### src/rtl/mem_access_ctrl.sv
// mem_access_ctrl: MEM-stage sequencer between the EXE/MEM register and a
// multi-cycle data memory using a req/ack handshake. One transaction per
// load/store; freeze stalls the whole pipeline until the access finishes.
// Hung accesses are aborted after TIMEOUT cycles.
// Optional: define MEM_STALL_CNT_EN to add stall_cnt / access_cnt counters.
//
// state | meaning
// IDLE  | no access in flight; issues on mem_r_en | mem_w_en
// REQ   | mem_req held, waiting for mem_ack or timeout
// DONE  | access finished, pipeline advances; enables here are ignored

module mem_access_ctrl #(
  parameter int ADDR_W  = 32,
  parameter int DATA_W  = 32,
  parameter int TIMEOUT = 255
) (
  input  logic              clk,
  input  logic              rst,
  input  logic              mem_r_en,
  input  logic              mem_w_en,
  input  logic [ADDR_W-1:0] alu_res,
  input  logic [DATA_W-1:0] st_val,
  output logic              mem_req,
  output logic              mem_we,
  output logic [ADDR_W-1:0] mem_addr,
  output logic [DATA_W-1:0] mem_wdata,
  input  logic              mem_ack,
  input  logic [DATA_W-1:0] mem_rdata,
  output logic              freeze,
  output logic [DATA_W-1:0] rd_data,
  output logic              timeout_err,
  output logic              proto_err
`ifdef MEM_STALL_CNT_EN
  ,
  output logic [31:0]       stall_cnt,
  output logic [31:0]       access_cnt
`endif
);

  localparam logic [1:0] IDLE = 2'd0;
  localparam logic [1:0] REQ  = 2'd1;
  localparam logic [1:0] DONE = 2'd2;

  // Last counter value before abort; TIMEOUT is limited to 1..255.
  localparam logic [7:0] TO_LAST = 8'(TIMEOUT - 1);

  logic [1:0] state;
  logic [7:0] cnt;
  logic       issue;

  // New access is accepted only from IDLE, so the frozen instruction still
  // presenting its enables in DONE cannot start a second transaction.
  always_comb begin
    issue = (state == IDLE) && (mem_r_en || mem_w_en);
  end

  // Freeze is combinational so the issue cycle itself already stalls.
  always_comb begin
    freeze = (state == REQ) || issue;
  end

  // Handshake FSM, request/address/data registers and error pulses.
  always_ff @(posedge clk) begin
    if (rst) begin
      state       <= IDLE;
      cnt         <= '0;
      mem_req     <= 1'b0;
      mem_we      <= 1'b0;
      mem_addr    <= '0;
      mem_wdata   <= '0;
      rd_data     <= '0;
      timeout_err <= 1'b0;
      proto_err   <= 1'b0;
    end else begin
      timeout_err <= 1'b0;
      proto_err   <= 1'b0;
      case (state)
        IDLE: begin
          if (issue) begin
            mem_addr  <= alu_res;
            mem_wdata <= st_val;
            // Both enables high is illegal; the write wins.
            mem_we    <= mem_w_en;
            mem_req   <= 1'b1;
            cnt       <= '0;
            proto_err <= mem_r_en && mem_w_en;
            state     <= REQ;
          end
        end
        REQ: begin
          if (mem_ack) begin
            // Ack beats a simultaneous timeout.
            mem_req <= 1'b0;
            if (!mem_we) begin
              rd_data <= mem_rdata;
            end
            state <= DONE;
          end else if (cnt == TO_LAST) begin
            mem_req     <= 1'b0;
            timeout_err <= 1'b1;
            state       <= DONE;
          end else begin
            cnt <= cnt + 8'd1;
          end
        end
        DONE: begin
          mem_req <= 1'b0;
          state   <= IDLE;
        end
        default: begin
          mem_req <= 1'b0;
          state   <= IDLE;
        end
      endcase
    end
  end

`ifdef MEM_STALL_CNT_EN
  // Saturating stall-cycle and access counters.
  always_ff @(posedge clk) begin
    if (rst) begin
      stall_cnt  <= '0;
      access_cnt <= '0;
    end else begin
      if (freeze && (stall_cnt != '1)) begin
        stall_cnt <= stall_cnt + 32'd1;
      end
      if (issue && (access_cnt != '1)) begin
        access_cnt <= access_cnt + 32'd1;
      end
    end
  end
`endif

endmodule
### config.mk
export PLATFORM = sky130hd
export DESIGN_NAME = mem_access_ctrl
export DESIGN_NICKNAME = d
export VERILOG_FILES = /design/src/rtl/mem_access_ctrl.sv
export SDC_FILE = /design/constraint.sdc
export NUM_CORES = 1
export LEC_CHECK = 0
export ABC_CLOCK_PERIOD_IN_PS = 1500
export BUFFER_PORTS_ARGS = -buffer_cell sky130_fd_sc_hd__buf_2
export CAP_MARGIN = 15
export CORE_UTILIZATION = 42
export CTS_BUF_LIST = sky130_fd_sc_hd__clkbuf_4 sky130_fd_sc_hd__clkbuf_8
export DETAILED_ROUTE_END_ITERATION = 7
export PLACE_DENSITY = 0.84
export SLEW_MARGIN = 5
export SYNTH_ARGS = -nofsm -noshare
export SYNTH_HDL_FRONTEND = slang
export SYNTH_SLANG_ARGS = --single-unit
export TNS_END_PERCENT = 50
### constraint.sdc
create_clock -name clk -period 1.5 [get_ports clk]
set_clock_uncertainty 0.1 [all_clocks]
set_input_delay 0.225 -clock clk [delete_from_list [all_inputs] [get_ports clk]]
set_output_delay 0.225 -clock clk [all_outputs]
set_load 0.05 [all_outputs]
==> metrics.md, run 1 <==
| Metric | Value |
|---|---|
| TritonCTS Sinks | `109` |
| Setup ws final | `-0.1563 ns` |
| Synth Flop Type | `dfxtp_1` |
| Final setup viols | `78` |
| Placer Congestion | `approximately 0.84` |
| Post-route cell area | `6885 sq um` |
| Clk slew on worst S/H paths | `~0.11 ns` |
| Vias per cell | `approximately 5.3` |
| Pre-antenna DRT Iters | `5` |
| Min Tclk post-route | `1.656 ns` |
| Antenna viol nets, final | `0` |
| Worst-path maximum fanout | `32` |
| Synth async-reset ratio | `0` |
| Synth cell types | `35` |
| Row count | `35` |
| Status | `finished with violations` |
| Arr. time, crit path | `approximately 1.9 ns` |
| Min Hold Slack | `0.03337 ns` |
| Port Buffer Count | `roughly 200` |
| Sequential cell area | `2197 sq um` |
| Grt ovf | `0` |
| Antenna Cells | `0` |
| Worst EP required | `between 1.5 and 2 ns` |
| Post-synth top area share | `0.5524` |
| Vias in the first global route | `4586` |
| Die span in y | `roughly 100 um` |
| Initial DRC count | `around 240` |
| Via count | `approximately 4800` |
| Crit path capture type | `register` |
| Layout cells sized above 1 | `0.4183` |
| Register area share after synthesis | `0.5524` |
| Kind of critical path | `reg -> reg` |
| Register bit total from synthesis | `~110` |
| Total Wirelength | `15260 um` |
| Clk buf depth | `2` |
| Clk_lat worst skew | `0.36 ns` |
| Synth area leaders | `dfxtp_1, nand2_1, a21oi_1` |
| Avg Cell Area, Syn | `just over 8 sq um` |
| Starting density of the core | `0.4295` |
| Area of the multi-input gates | `between 2000 and 2500 sq um` |
| Setup TNS | `-3.471 ns` |
| TritonCTS Buffers | `9` |
| Layout Nets | `around 900` |
| Yosys warnings | `0` |
| Relative slew slack | `0.6406` |
| Core ar. | `9196 sq um` |
| Worst-margin pin slew | `around 0.54 ns` |
| Routed WL per cell | `~17 um` |
| Leakage | `about 3.1 nW` |
| Pin count of the biggest net entering global routing | `between 40 and 50` |
| Cell area after synthesis | `~4000 sq um` |
| Die area | `about 9800 sq um` |
| Hold WC Path Type | `in -> reg` |
| CTS tree | `done` |
| DIE WIDTH | `98.98 um` |
| Final hold violation count | `0` |
| DP HPWL | `around 7400 um` |
| CTS root buf | `clkbuf_8` |
| Placement Cell Area | `between 5000 and 6000 sq um` |
| Commonest cells post-synth | `nand2_1, dfxtp_1, a21oi_1` |
| Startpoint types | `register` |
| Peak VDD IR | `roughly 0.75 mV` |
| Post-synth EDFFs | `0` |
| Max Cap Violations | `0` |
| Failing checks | `setup timing` |
| Gate Count Post-Synth | `about 490` |
| Fillers | `about 570` |
| Layout Area Growth over Synthesis | `74.31%` |
| FMAX | `about 600 MHz` |
| H-tree levels | `3` |
| Total power | `7.394 mW` |
| First-pass GRT wire length | `20430 um` |
| Initial antenna violation count | `0` |
| RSZ-0062 raised after global routing | `true` |
| Final slew viol count | `0` |
| Largest area contributor in the netlist | `dfxtp_1` |
| DR DRC count | `0` |
| I/O pin count | `between 200 and 250` |
| Post-route clock period utilization | `1.104` |
| Net count after synthesis | `around 590` |
| Global Route Usage Sum | `0.2614` |
| Most numerous cell in the Yosys netlist | `nand2_1` |
| PD cells | `about 1100 nW/um^2` |
kinds of logic after synthesis:
group | synth area share
AOI/OAI and AO/OA | 0.1508
buffers and inverters | 0.04371
and+or+nand+nor | 0.2442
muxes | 0.002534
DFF | 0.5524
adders and majority gates | 0.006334
timing repair:
action | CTS | global route
setup buffers | 7 | 4
gates cloned | 0 | 4
pin swaps | 7 | 31
hold endpoints to repair | 88 | 4
gates resized for setup | 21 | 97
setup endpoints to repair | 37 | 101
hold buffers | 88 | 4
routing by layer:
metal,share of wire,global-route usage,vias to the layer above
li1,-,-,2210
met2,0.50,0.4696,287
met4,0.033,0.1102,0
met3,0.093,0.09504,52
met5,0,0,-
met1,0.38,0.2747,2235
per-stage QoR:
| step | std cells | setup WS, ns | util |
|---|---|---|---|
| final | 907 | -0.1563 | 0.7487 |
| after global routing | 907 | -0.1730 | 0.7487 |
| after CTS | 895 | -0.05870 | 0.6914 |
| after detailed placement | 785 | -0.08690 | 0.5578 |
| after global placement | 785 | -0.01830 | 0.5578 |
| after floorplan | 491 | -0.002289 | - |
sequential cells by signal (all words and copies together) (netlist names):
name and cells:
timeout_err 1, mem_addr 32, rd_data 32, state 2, cnt 8, mem_we 1
mem_wdata 32, proto_err 1
layout by cell type (no fill, tap or decap), types with 9 or more instances in the layout:
cell           Yosys  routed
nand2_1          195     165
clkbuf_8           0       9
a21oi_1           99      72
a21oi_2            0      27
nand2_4            0      24
buf_2             12     198
dlygate4sd3_1      0      92
buf_4              2      19
dfxtp_1          109     103
nor2_1            10       9
area by class of cell:
type                    count  share of cell area
well taps                 111             0.02017
flip-flops and latches    109              0.3191
repair buffers            323              0.3347
multi-input cells         348              0.2937
inverters                   1           0.0005452
clock buffers               9             0.01799
clock inverters             6             0.01381
worst max-delay path: stages, from the launching register on:
cell and delay, ns:
dfxtp_4 0.39, buf_6 0.11, nand2b_4 0.07, buf_4 0.14, nor3b_4 0.22, buf_12 0.21
nand2_1 0.14, a21oi_2 0.21
where the power goes:
group          leakage, nW  internal [mW]  switching [mW]
Combinational         2.12          0.766            1.42
Sequential           0.896           3.09           0.136
Clock                0.110          0.951            1.02
final timing paths:
kind	from	endpoint	slack, ns	cells after the start
min	alu_res[0]	mem_addr[0]	0.03	3
max reg2reg	state[0]	rd_data[18]	-0.16	7
min reg2reg	mem_wdata[17]	mem_wdata[17]	0.36	2
max	state[0]	rd_data[18]	-0.16	7
Note: power is estimated with default switching activity, not from simulation.
==> run 2: changes to the inputs <==
--- a/config.mk
+++ b/config.mk
@@ -5,13 +5,13 @@
 export SDC_FILE = /design/constraint.sdc
 export NUM_CORES = 1
 export LEC_CHECK = 0
-export ABC_CLOCK_PERIOD_IN_PS = 1500
+export ABC_CLOCK_PERIOD_IN_PS = 1950
 export BUFFER_PORTS_ARGS = -buffer_cell sky130_fd_sc_hd__buf_2
 export CAP_MARGIN = 15
-export CORE_UTILIZATION = 42
+export CORE_UTILIZATION = 50
 export CTS_BUF_LIST = sky130_fd_sc_hd__clkbuf_4 sky130_fd_sc_hd__clkbuf_8
 export DETAILED_ROUTE_END_ITERATION = 7
-export PLACE_DENSITY = 0.84
+export PLACE_DENSITY = 0.93
 export SLEW_MARGIN = 5
 export SYNTH_ARGS = -nofsm -noshare
 export SYNTH_HDL_FRONTEND = slang
==> constraint.sdc (replaced) <==
create_clock -name clk -period 1.95 [get_ports clk]
set_clock_uncertainty 0.1 [all_clocks]
set_input_delay 0.2925 -clock clk [delete_from_list [all_inputs] [get_ports clk]]
set_output_delay 0.2925 -clock clk [all_outputs]
set_load 0.05 [all_outputs]
==> run 2 against run 1 <==
The run now ends clean. Cell area is 24% lower. Global-route usage decreased by 2.4 points. Via count shrank 16%. Sequential cell count did not move. First-iteration DRC count decreased by 41%. Total power fell by 28%. Non-clock buffer count fell by 115. Combinational power shrank 42%. Die area shrank 16%. Hold slack better by 0.036 ns. Core utilization shrank 6.6 points. Critical path type is now reg -> out. Critical endpoint is now freeze.
==> metrics.md, run 2 (synthesized netlist as in run 1, its figures left out) <==
| Metric | Value |
|---|---|
| Status | `completed` |
| Clk buf depth | `2` |
| Die span in y | `approximately 90 um` |
| Layout cells sized above 1 | `0.3392` |
| CTS tree | `done` |
| Fillers | `about 630` |
| Row count | `32` |
| Top flop regs | `mem_addr: 32 flops, mem_wdata: 32 flops, rd_data: 32 flops` |
| Final setup viols | `0` |
| Starting density of the core | `0.5138` |
| Post-cts sizing count | `0` |
| Initial antenna violation count | `0` |
| Final slew viol count | `0` |
| Most frequent cells in the layout | `buf_2, nand2_1, dfxtp_1, a21oi_1, nor2_1` |
| Initial DRC count | `around 140` |
| Core ar. | `slightly below 8000 sq um` |
| Layout Nets | `just under 800` |
| FMAX | `543.1 MHz` |
| First-pass GRT wire length | `about 16000 um` |
| Relative slew slack | `0.6555` |
| Vias in the first global route | `just under 4000` |
| Worst EP required | `between 1.5 and 2 ns` |
| Peak VDD IR | `roughly 0.55 mV` |
| Hold Crit Depth | `3` |
| Arr. time, crit path | `about 1.5 ns` |
| TritonCTS Sinks | `109` |
| Antenna Cells | `0` |
| Die area | `about 8300 sq um` |
| Min Tclk post-route | `approximately 1.8 ns` |
| Clk slew on worst S/H paths | `0.10 ns` |
| Placer Congestion | `approximately 0.84` |
| Via count | `around 4000` |
| Total Wirelength | `9966 um` |
| I/O pin count | `approximately 200` |
| Post-CTS Setup Bufs | `0` |
| Final hold violation count | `0` |
| R2R depth | `6` |
| Pre-antenna DRT Iters | `5` |
| CTS root buf | `clkbuf_8` |
| Antenna viol nets, final | `0` |
| Port Buffer Count | `between 200 and 250` |
| DIE WIDTH | `between 90 and 100 um` |
| Grt ovf | `0` |
| Routed WL per cell | `approximately 13 um` |
| Global Route Usage Sum | `0.2369` |
| Max Cap Violations | `0` |
| Leakage | `~2.5 nW` |
| Worst-path maximum fanout | `5` |
| DR DRC count | `0` |
| DP HPWL | `between 7000 and 8000 um` |
| Hold_buf cts | `0` |
| H-tree levels | `3` |
| Commonest non-fill, non-tap cell in the layout | `buf_2` |
| Post-route clock period utilization | `0.9442` |
| Clk_lat worst skew | `0.35 ns` |
| Worst-margin pin slew | `roughly 0.52 ns` |
| Hold WC Path Type | `in -> reg` |
| Startpoint types | `register` |
| Pin count of the biggest net entering global routing | `68` |
| TritonCTS Buffers | `9` |
| Kind of critical path | `reg -> out` |
| RSZ-0062 raised after global routing | `false` |
| PD cells | `1009 nW/um^2` |
| Layout Area Growth over Synthesis | `32.94%` |
| Vias per cell | `between 5 and 6` |
| Crit path capture type | `output port` |
| Setup TNS | `0 ns` |
| Min Hold Slack | `0.06914 ns` |
run 2: critical path: stages, from the launching register on:
cell and delay (ns):
dfxtp_1 0.37, nor2_2 0.26, o21ai_4 0.11, nand2_1 0.09
buf_2 0.27
run 2: cell type report:
type | instances | area (sq um) | share of cell area
Tap cell | 102 | 127.6 | 0.02430
Timing Repair Buffer | 208 | 1086 | 0.2068
Clock inverter | 4 | 97.59 | 0.01858
Clock buffer | 11 | 138.9 | 0.02645
Sequential cell | 109 | 2183 | 0.4158
Inverter | 1 | 3.754 | 0.0007148
Multi-Input combinational cell | 348 | 1614 | 0.3074
run 2: path summary, 6_finish.rpt:
path | from | endpoint | slack [ns]
setup / recovery | state[1] | freeze | 0.11
hold / removal | st_val[8] | mem_wdata[8] | 0.07
hold reg to reg | rd_data[0] | rd_data[0] | 0.35
setup reg to reg | cnt[0] | cnt[5] | 0.28
run 2: metrics by stage:
stage / power [mW] / cell area (sq um) / setup WS [ns] / std cells / utilization
2_1_floorplan: 3.428 / 3951 / 0.1275 / 491 / -
3_3_place_gp: 3.746 / 5015 / 0.4003 / 768 / 0.6523
3_5_place_dp: 3.785 / 5015 / 0.3161 / 768 / 0.6523
4_1_cts: 5.345 / 5251 / 0.1019 / 783 / 0.6831
5_1_grt: 5.526 / 5251 / 0.01723 / 783 / 0.6831
6_report: 5.300 / 5251 / 0.1087 / 783 / 0.6831
run 2: metal layers:
layer / global-route usage / vias up / wire length [um]
met3: 0.07407 / 8 / 920
met4: 0.08201 / 0 / 73
met1: 0.2399 / 1853 / 3980
li1: - / 1975 / -
met5: 0 / - / 0
met2: 0.4527 / 186 / 4992
run 2: power by group:
part | switching (mW) | internal [mW] | total, mW
combinational | 0.941 | 0.331 | 1.27
sequential | 0.0800 | 2.38 | 2.46
clock | 0.693 | 0.876 | 1.57
